File: config.mk
export PLATFORM = sky130hd
export DESIGN_NAME = fetch_unit
export DESIGN_NICKNAME = d
export VERILOG_FILES = /design/src/rtl/fetch_unit.sv
export SDC_FILE = /design/constraint.sdc
export NUM_CORES = 1
export LEC_CHECK = 0
export ABC_CLOCK_PERIOD_IN_PS = 1750
export CAP_MARGIN = 20
export CORE_UTILIZATION = 32
export CTS_CLUSTER_SIZE = 25
export DETAILED_ROUTE_END_ITERATION = 12
export GPL_TIMING_DRIVEN = 1
export PLACE_DENSITY_LB_ADDON = 0.1
export SLEW_MARGIN = 20
export SYNTH_ARGS = -nofsm -noshare
export SYNTH_HDL_FRONTEND = slang
export SYNTH_SLANG_ARGS = --single-unit
File: constraint.sdc
create_clock -name Clk -period 1.75 [get_ports Clk]
set_input_delay 0.2625 -clock Clk [delete_from_list [all_inputs] [get_ports Clk]]
set_output_delay 0.2625 -clock Clk [all_outputs]
set_load 0.005 [all_outputs]
File: src/rtl/fetch_unit.sv
// -----------------------------------------------------------------------------
// fetch_unit
//   Instruction-fetch stage of the P7 five-stage pipeline. Owns the program
//   counter, selects the next PC (sequential, D-stage redirect, eret return,
//   exception vector) and presents the fetched word with its PC, PC+4,
//   delay-slot flag and fetch exception code to the F/D pipeline register.
//
// Ports
//   Clk       in   clock, all state updates on the rising edge
//   Reset     in   synchronous active-high reset, loads RESET_PC
//   PCEn      in   fetch enable, 0 = stall (PC holds)
//   ExcEntry  in   CP0 is entering an exception/interrupt this cycle
//   EretD     in   instruction in D is eret
//   EPC       in   [31:0] return address from CP0
//   NPCSelD   in   D-stage branch/jump redirect taken
//   NPCD      in   [31:0] redirect target from D
//   BranchD   in   instruction in D is a branch/jump (taken or not)
//   InstrIM   in   [31:0] word read from instruction memory at IMAddr
//   IMAddr    out  [31:0] instruction-memory address (= PCF)
//   PCF       out  [31:0] current fetch PC
//   PC4F      out  [31:0] PCF + 4, modulo 2^32
//   InstrF    out  [31:0] fetched word, 0 when squashed or faulting
//   ExcCodeF  out  [6:2]  fetch exception code, 0 = none, 4 = AdEL
//   BDF       out  fetched word sits in a branch delay slot
// -----------------------------------------------------------------------------
module fetch_unit #(
  parameter logic [31:0] RESET_PC   = 32'h0000_3000,
  parameter logic [31:0] EXC_VECTOR = 32'h0000_4180,
  parameter logic [31:0] IM_BASE    = 32'h0000_3000,
  parameter logic [31:0] IM_LIMIT   = 32'h0000_6FFC
) (
  input  logic        Clk,
  input  logic        Reset,
  input  logic        PCEn,
  input  logic        ExcEntry,
  input  logic        EretD,
  input  logic [31:0] EPC,
  input  logic        NPCSelD,
  input  logic [31:0] NPCD,
  input  logic        BranchD,
  input  logic [31:0] InstrIM,
  output logic [31:0] IMAddr,
  output logic [31:0] PCF,
  output logic [31:0] PC4F,
  output logic [31:0] InstrF,
  output logic [6:2]  ExcCodeF,
  output logic        BDF
);

  localparam logic [6:2] EXC_NONE = 5'd0;
  localparam logic [6:2] EXC_ADEL = 5'd4;

  logic [31:0] pc_q;
  logic [31:0] pc_d;
  logic [31:0] pc_plus4;
  logic        fetch_fault;

  // Wraps naturally from 32'hFFFF_FFFC to 0.
  assign pc_plus4 = pc_q + 32'd4;

  // Next-PC selection. The exception vector is taken even during a stall;
  // redirects arriving during a stall are dropped because D re-presents them.
  always_comb begin
    // NOTE: a default on every path keeps this purely combinational (no latch).
    pc_d = pc_plus4;
    if (ExcEntry) begin
      pc_d = EXC_VECTOR;
    end else if (!PCEn) begin
      pc_d = pc_q;
    end else if (EretD) begin
      pc_d = EPC;
    end else if (NPCSelD) begin
      pc_d = NPCD;
    end
  end

  always_ff @(posedge Clk) begin
    // NOTE: non-blocking assignment so every flop samples pre-edge values.
    if (Reset) begin
      pc_q <= RESET_PC;
    end else begin
      pc_q <= pc_d;
    end
  end

  // Bad targets are loaded as-is; the fault appears when the address is fetched.
  assign fetch_fault = (pc_q[1:0] != 2'b00) || (pc_q < IM_BASE) || (pc_q > IM_LIMIT);

  // The slot after eret is squashed outright, which also hides any fault on it.
  // A faulting fetch still reports BDF so CP0 can form the right EPC.
  always_comb begin
    InstrF   = InstrIM;
    ExcCodeF = EXC_NONE;
    BDF      = BranchD;
    if (EretD) begin
      InstrF = 32'd0;
      BDF    = 1'b0;
    end else if (fetch_fault) begin
      InstrF   = 32'd0;
      ExcCodeF = EXC_ADEL;
    end
  end

  assign PCF    = pc_q;
  assign IMAddr = pc_q;
  assign PC4F   = pc_plus4;

endmodule

Yosys cells after proc, flatten, opt, wreduce, memory -nomap -nowiden:

Index checks and enable logic that the tools add are counted.

* bitwise logic cells: 0
* add/sub/neg operators: 1
* multipliers: 0
* shift-type cells: 0
* mux-type cells: 9
* divide/modulo/power cells: 0
* magnitude comparators: 2
* reductions and logical operators: 5
* equality and inequality tests: 0

Operators with widths (count)
* $mux W32: 4
* $add A32 B3 Y32 const B: 1
* $gt A32 B15 Y1 const B: 1
* $lt A32 B14 Y1 const B: 1
* $mux W15: 2
* $mux W3: 2
* $reduce_bool A2 Y1: 2
* $logic_or A1 B1 Y1: 2
* $reduce_or A2 Y1: 1
* $mux W1: 1

* input port bits: 103
* bits in latches: 0
* register bits after elaboration: 32
* logic and storage cells: 19
* memories: 0
* RAM bits: 0
* output and inout bits: 134
* memory bits (read-only): 0

Longest topological paths before layout:

* word-level depth: 5
* gate-level depth with buffers: 7

Least setup slack after synthesis:

OpenSTA, ideal clock, no wires.

* path kind: reg2out
* start: register pc_q[2] (netlist: IMAddr[2])
* end: output PC4F[20]
* stages on the path, launching flop included: 6
* setup slack: -0.256 ns
* buffers on the path: 0
* arrival time: 1.743 ns
* path through: dfxtp_1 ha_1 nand4_2 or4_1 nor3_2 xor2_1

* longest elaborated chain between the ends: 1

RTL lines
* start, declared: line 53 `logic [31:0] pc_q;`
* start signal, assigned: line 82 `pc_q <= pc_d;`
* $add A32 B3 Y32: line 59 `assign pc_plus4 = pc_q + 32'd4;`
* end, declared: line 44 `output logic [31:0] PC4F,`

Every way passes these cells.

Final worst setup path:

* start: register pc_q[23] (netlist: IMAddr[23])
* end: output InstrF[29]

* longest elaborated chain between the ends: 5

RTL lines
* $lt A32 B14 Y1: line 87 `assign fetch_fault = (pc_q[1:0] != 2'b00) || (pc_q < IM_BASE) || (pc_q > IM_LIMIT);`
* $logic_or A1 B1 Y1: line 87
* $logic_or A1 B1 Y1 (*): line 87
* $mux W32 (*): line 98 `end else if (fetch_fault) begin`
* $mux W32 (*): line 95 `if (EretD) begin`
* end, declared: line 45 `output logic [31:0] InstrF,`

Mark *: on every way between the ends. The rest lies on a longest branch, timed or not.

==> impl_results.md <==
- Clk sinks: 32
- H-Tree Depth: 2
- Outcome: finished, violations left
- Placeable Area: 9420 um2
- CP startpoint: IMAddr[23]
- CTS tree: done
- Async SR Flop Fraction: 0%
- Nets@finish: 889
- Sequential Power Share: 29.2%
- Synth warn: 0
- Fmax: 429 MHz
- Min Tclk post-route: 2.33 ns
- Dpl ws: -0.609 ns
- Crit path cell chain: nor4_4 -> nand2_2 -> nor3_4 -> buf_4 -> buf_6 -> buf_8 -> and3_4 -> buf_6
- Combinational Power Share: 47.8%
- Crit path kind: reg -> out
- TritonCTS buffer count: 5
- Final Cycle Share: 133%
- Largest net degree at the start of global routing: 36
- DR vias: 5118
- Reg-to-reg slack, setup: -0.22 ns
- CP peak stage delay: 0.40 ns
- Clock Power Share: 23.0%
- Crit path max fanout: 8
- Slew Viols, Final: 0
- Worst Path Buf+Inv: 4
- Final Instance Area: 7620 um2
- WL/cell: 20.7 um
- Final count of hold timing violations: 0
- Synth cell types: 61
- Final Skew: 0.0129 ns
- Crit path arrival time: 2.07 ns
- Mapped Area: 3160 um2
- IO buf count: 232
- I/O pins: 237
- GRT Residual Overflow: 0
- Setup ws final: -0.582 ns
- Hold EP: IMAddr[10]
- Pint: 1850 uW
- Crit start category: flop
- CP max-delay cell: dfxtp_1
- Antenna violations before repair: 0
- Width of the die: 101 um
- MaxCap Viol Count: 0
- DIE AREA: 10300 um2
- NetSw: 899 uW
- Vias in the first global route: 4759
- Fin Setup TNS: -27.46 ns
- Post-Synthesis Cells: 436
- Routability-driven placement congestion ratio: 0.885
- CP delay by family, top: simple AND/OR/NAND/NOR gates
- Hpwl dp: 11.6 mm
- Sw Ratio: 32.7%
- Failing checks: setup timing
- Critical path endpoint category: output port
- Area post-placement: 6270 um2
- Min-delay src: EretD
- Number of flops mapped to enable cells by yosys: 0
- Max reg flops: 30
- Fillcell total: 590
- Hold Slack: 0.522 ns
- Antenna Cells: 0
- Clk root buf: clkbuf_8
- Leak: 0.00347 uW
- Drt pass-1 iters: 5
- Post-synthesis register bit count: 32
- Layout cells sized above 1: 48.1%
- Vias per std cell: 5.59
- Starting density of the core: 33.6%
- Critical path required time: 1.49 ns
- Die height: 101 um
- Final setup viols: 76
- Clock slew seen by the registers of the worst setup and hold paths: 0.08 ns
- Site row count: 35
- Antenna-violating nets left: 0
- Path depth of the worst reg2reg path: 8
- # DRC: 0
- Post-Syn Area per Cell: 7.25 um2
- RSZ-0062 raised after global routing: true
- Ys flop type: dfxtp_1
- Reg2Reg Launch Point: IMAddr[9]
- Clk Latency, worst-skew pair: 0.31 ns
- Synth-to-layout area growth: 141%
- Sequential share of the synthesized area: 20.3%
- Total wire length: 19.0 mm
- First-pass GRT wire length: 25.2 mm
- Most used cell, CP: buf_6
- VDD IR max: 0.000313 V
- Reg2reg end: IMAddr[25]
- Hold Crit Depth: 4
- PwrDens: 361 nW/um2
- Initial DRC count: 377
- Clock Path Buffers: 2
- Gr usage total: 31.5%
- Hold Path Class: in -> reg
==> power by group through the flow <==
stage | combinational (uW) | sequential [uW] | clock (uW)
finish | 1310 | 803 | 633
global route | 1380 | 806 | 658
CTS | 1200 | 799 | 600
detailed placement | 1060 | 810 | 0
global placement | 1040 | 809 | 0
floorplan | 371 | 831 | 0
==> synthesized netlist by cell type (3+ instances only) <==
library cell	count	area share [%]
nand4_1	7	1.4
o22ai_1	4	0.79
nor2_1	32	3.8
nand3_1	18	2.8
buf_1	4	0.47
dfxtp_1	32	20
and3_1	37	7.3
inv_1	6	0.71
a22o_1	3	0.83
nor3_1	16	2.5
xnor2_1	20	5.5
a31o_2	3	0.83
a31oi_1	6	1.2
a211oi_1	4	0.95
o21ai_0	21	3.3
a311o_1	3	0.95
nor4_1	7	1.4
a221o_1	3	0.95
or4_1	7	1.7
xor2_1	9	2.5
clkbuf_1	31	3.7
a22oi_1	9	2.1
mux2i_1	7	2.2
buf_4	38	9.0
nand2_1	36	4.3
a221oi_1	6	1.7
a21oi_1	22	3.5
nand2b_1	3	0.59
==> how the worst max path moves through the flow <==
stage / endpoint / slack, ns / cells past startpoint
finish: InstrF[29] / -0.58 / 8
global placement: PC4F[13] / -0.55 / 7
CTS: InstrF[18] / -0.56 / 9
global route: InstrF[12] / -0.65 / 8
detailed placement: PC4F[13] / -0.61 / 7
floorplan: PC4F[25] / -0.04 / 5
==> placed cells by master, fill, tap and decap left out, types with 4 or more instances in the layout <==
cell,count
xor2_1,7
or4_1,6
a22oi_1,9
nand4_1,7
buf_2,38
nand2_2,5
and3_4,23
dfxtp_4,14
a221oi_1,5
clkbuf_8,6
xnor2_2,11
mux2i_1,7
a211oi_1,4
dfxtp_1,8
nand3_1,9
nand2_1,25
o21ai_1,7
nor2_1,29
buf_4,123
xnor2_1,8
a21oi_2,5
conb_1,4
nor4_4,10
nor3_1,8
nand2_4,5
o21ai_0,13
nand3_4,8
and3_1,14
inv_1,5
a31oi_1,6
nor3_4,6
a21oi_1,17
buf_12,7
o22ai_1,4
buf_6,69
dfxtp_2,10
clkdlybuf4s50_1,167
==> logic make-up (layout without fill, tap and decap cells) <==
family / after synthesis / in the layout / synth area share, %
simple gates: 185 / 185 / 33.2
compound gates: 99 / 99 / 20.9
buf+inv: 80 / 427 / 14.0
flops: 32 / 32 / 20.3
fa+ha+maj: 1 / 1 / 0.396
other cells: 1 / 4 / 0.119
mux: 9 / 9 / 3.05
xor+xnor: 29 / 29 / 8.03
==> timing repair <==
item	4_1_cts	5_1_grt
resized for setup	362	115
hold buffers	0	0
cloned	3	0
pin swaps	56	66
setup buffers	43	33
endpoints found under the setup margin	75	81
==> worst reg2reg max path, cell delays in order, from the launching register on <==
cell	delay [ns]
dfxtp_4	0.37
buf_4	0.13
nand4_1	0.18
nor4_4	0.26
buf_6	0.16
buf_6	0.11
nand4_1	0.15
buf_4	0.20
a311o_1	0.31
==> through the flow <==
stage | std cells | total power (uW) | utilization (%)
floorplan | 439 | 1200 | -
global placement | 850 | 1850 | 66.6
detailed placement | 850 | 1870 | 66.6
CTS | 899 | 2600 | 75.0
global route | 915 | 2840 | 81.0
finish | 915 | 2750 | 81.0
==> layout make-up <==
| type | count | area, um2 | area share [%] |
|---|---|---|---|
| Clock buffer | 8 | 90.1 | 1.18 |
| Inverter | 6 | 25.0 | 0.328 |
| Multi-Input combinational cell | 327 | 2810 | 36.9 |
| Sequential cell | 32 | 706 | 9.26 |
| Tap cell | 129 | 161 | 2.12 |
| Timing Repair Buffer | 413 | 3830 | 50.2 |
==> per-layer routing <==
metal | up-vias | track usage [%] | part of all wire, % | wire length [um]
met2 | 329 | 55.5 | 50 | 9460
li1 | 2258 | - | - | -
met5 | - | 0 | 0 | 0
met1 | 2468 | 38.2 | 38 | 7140
met3 | 63 | 5.52 | 7.9 | 1490
met4 | 0 | 12.3 | 4.7 | 884
(Power assumes the default switching activity.)
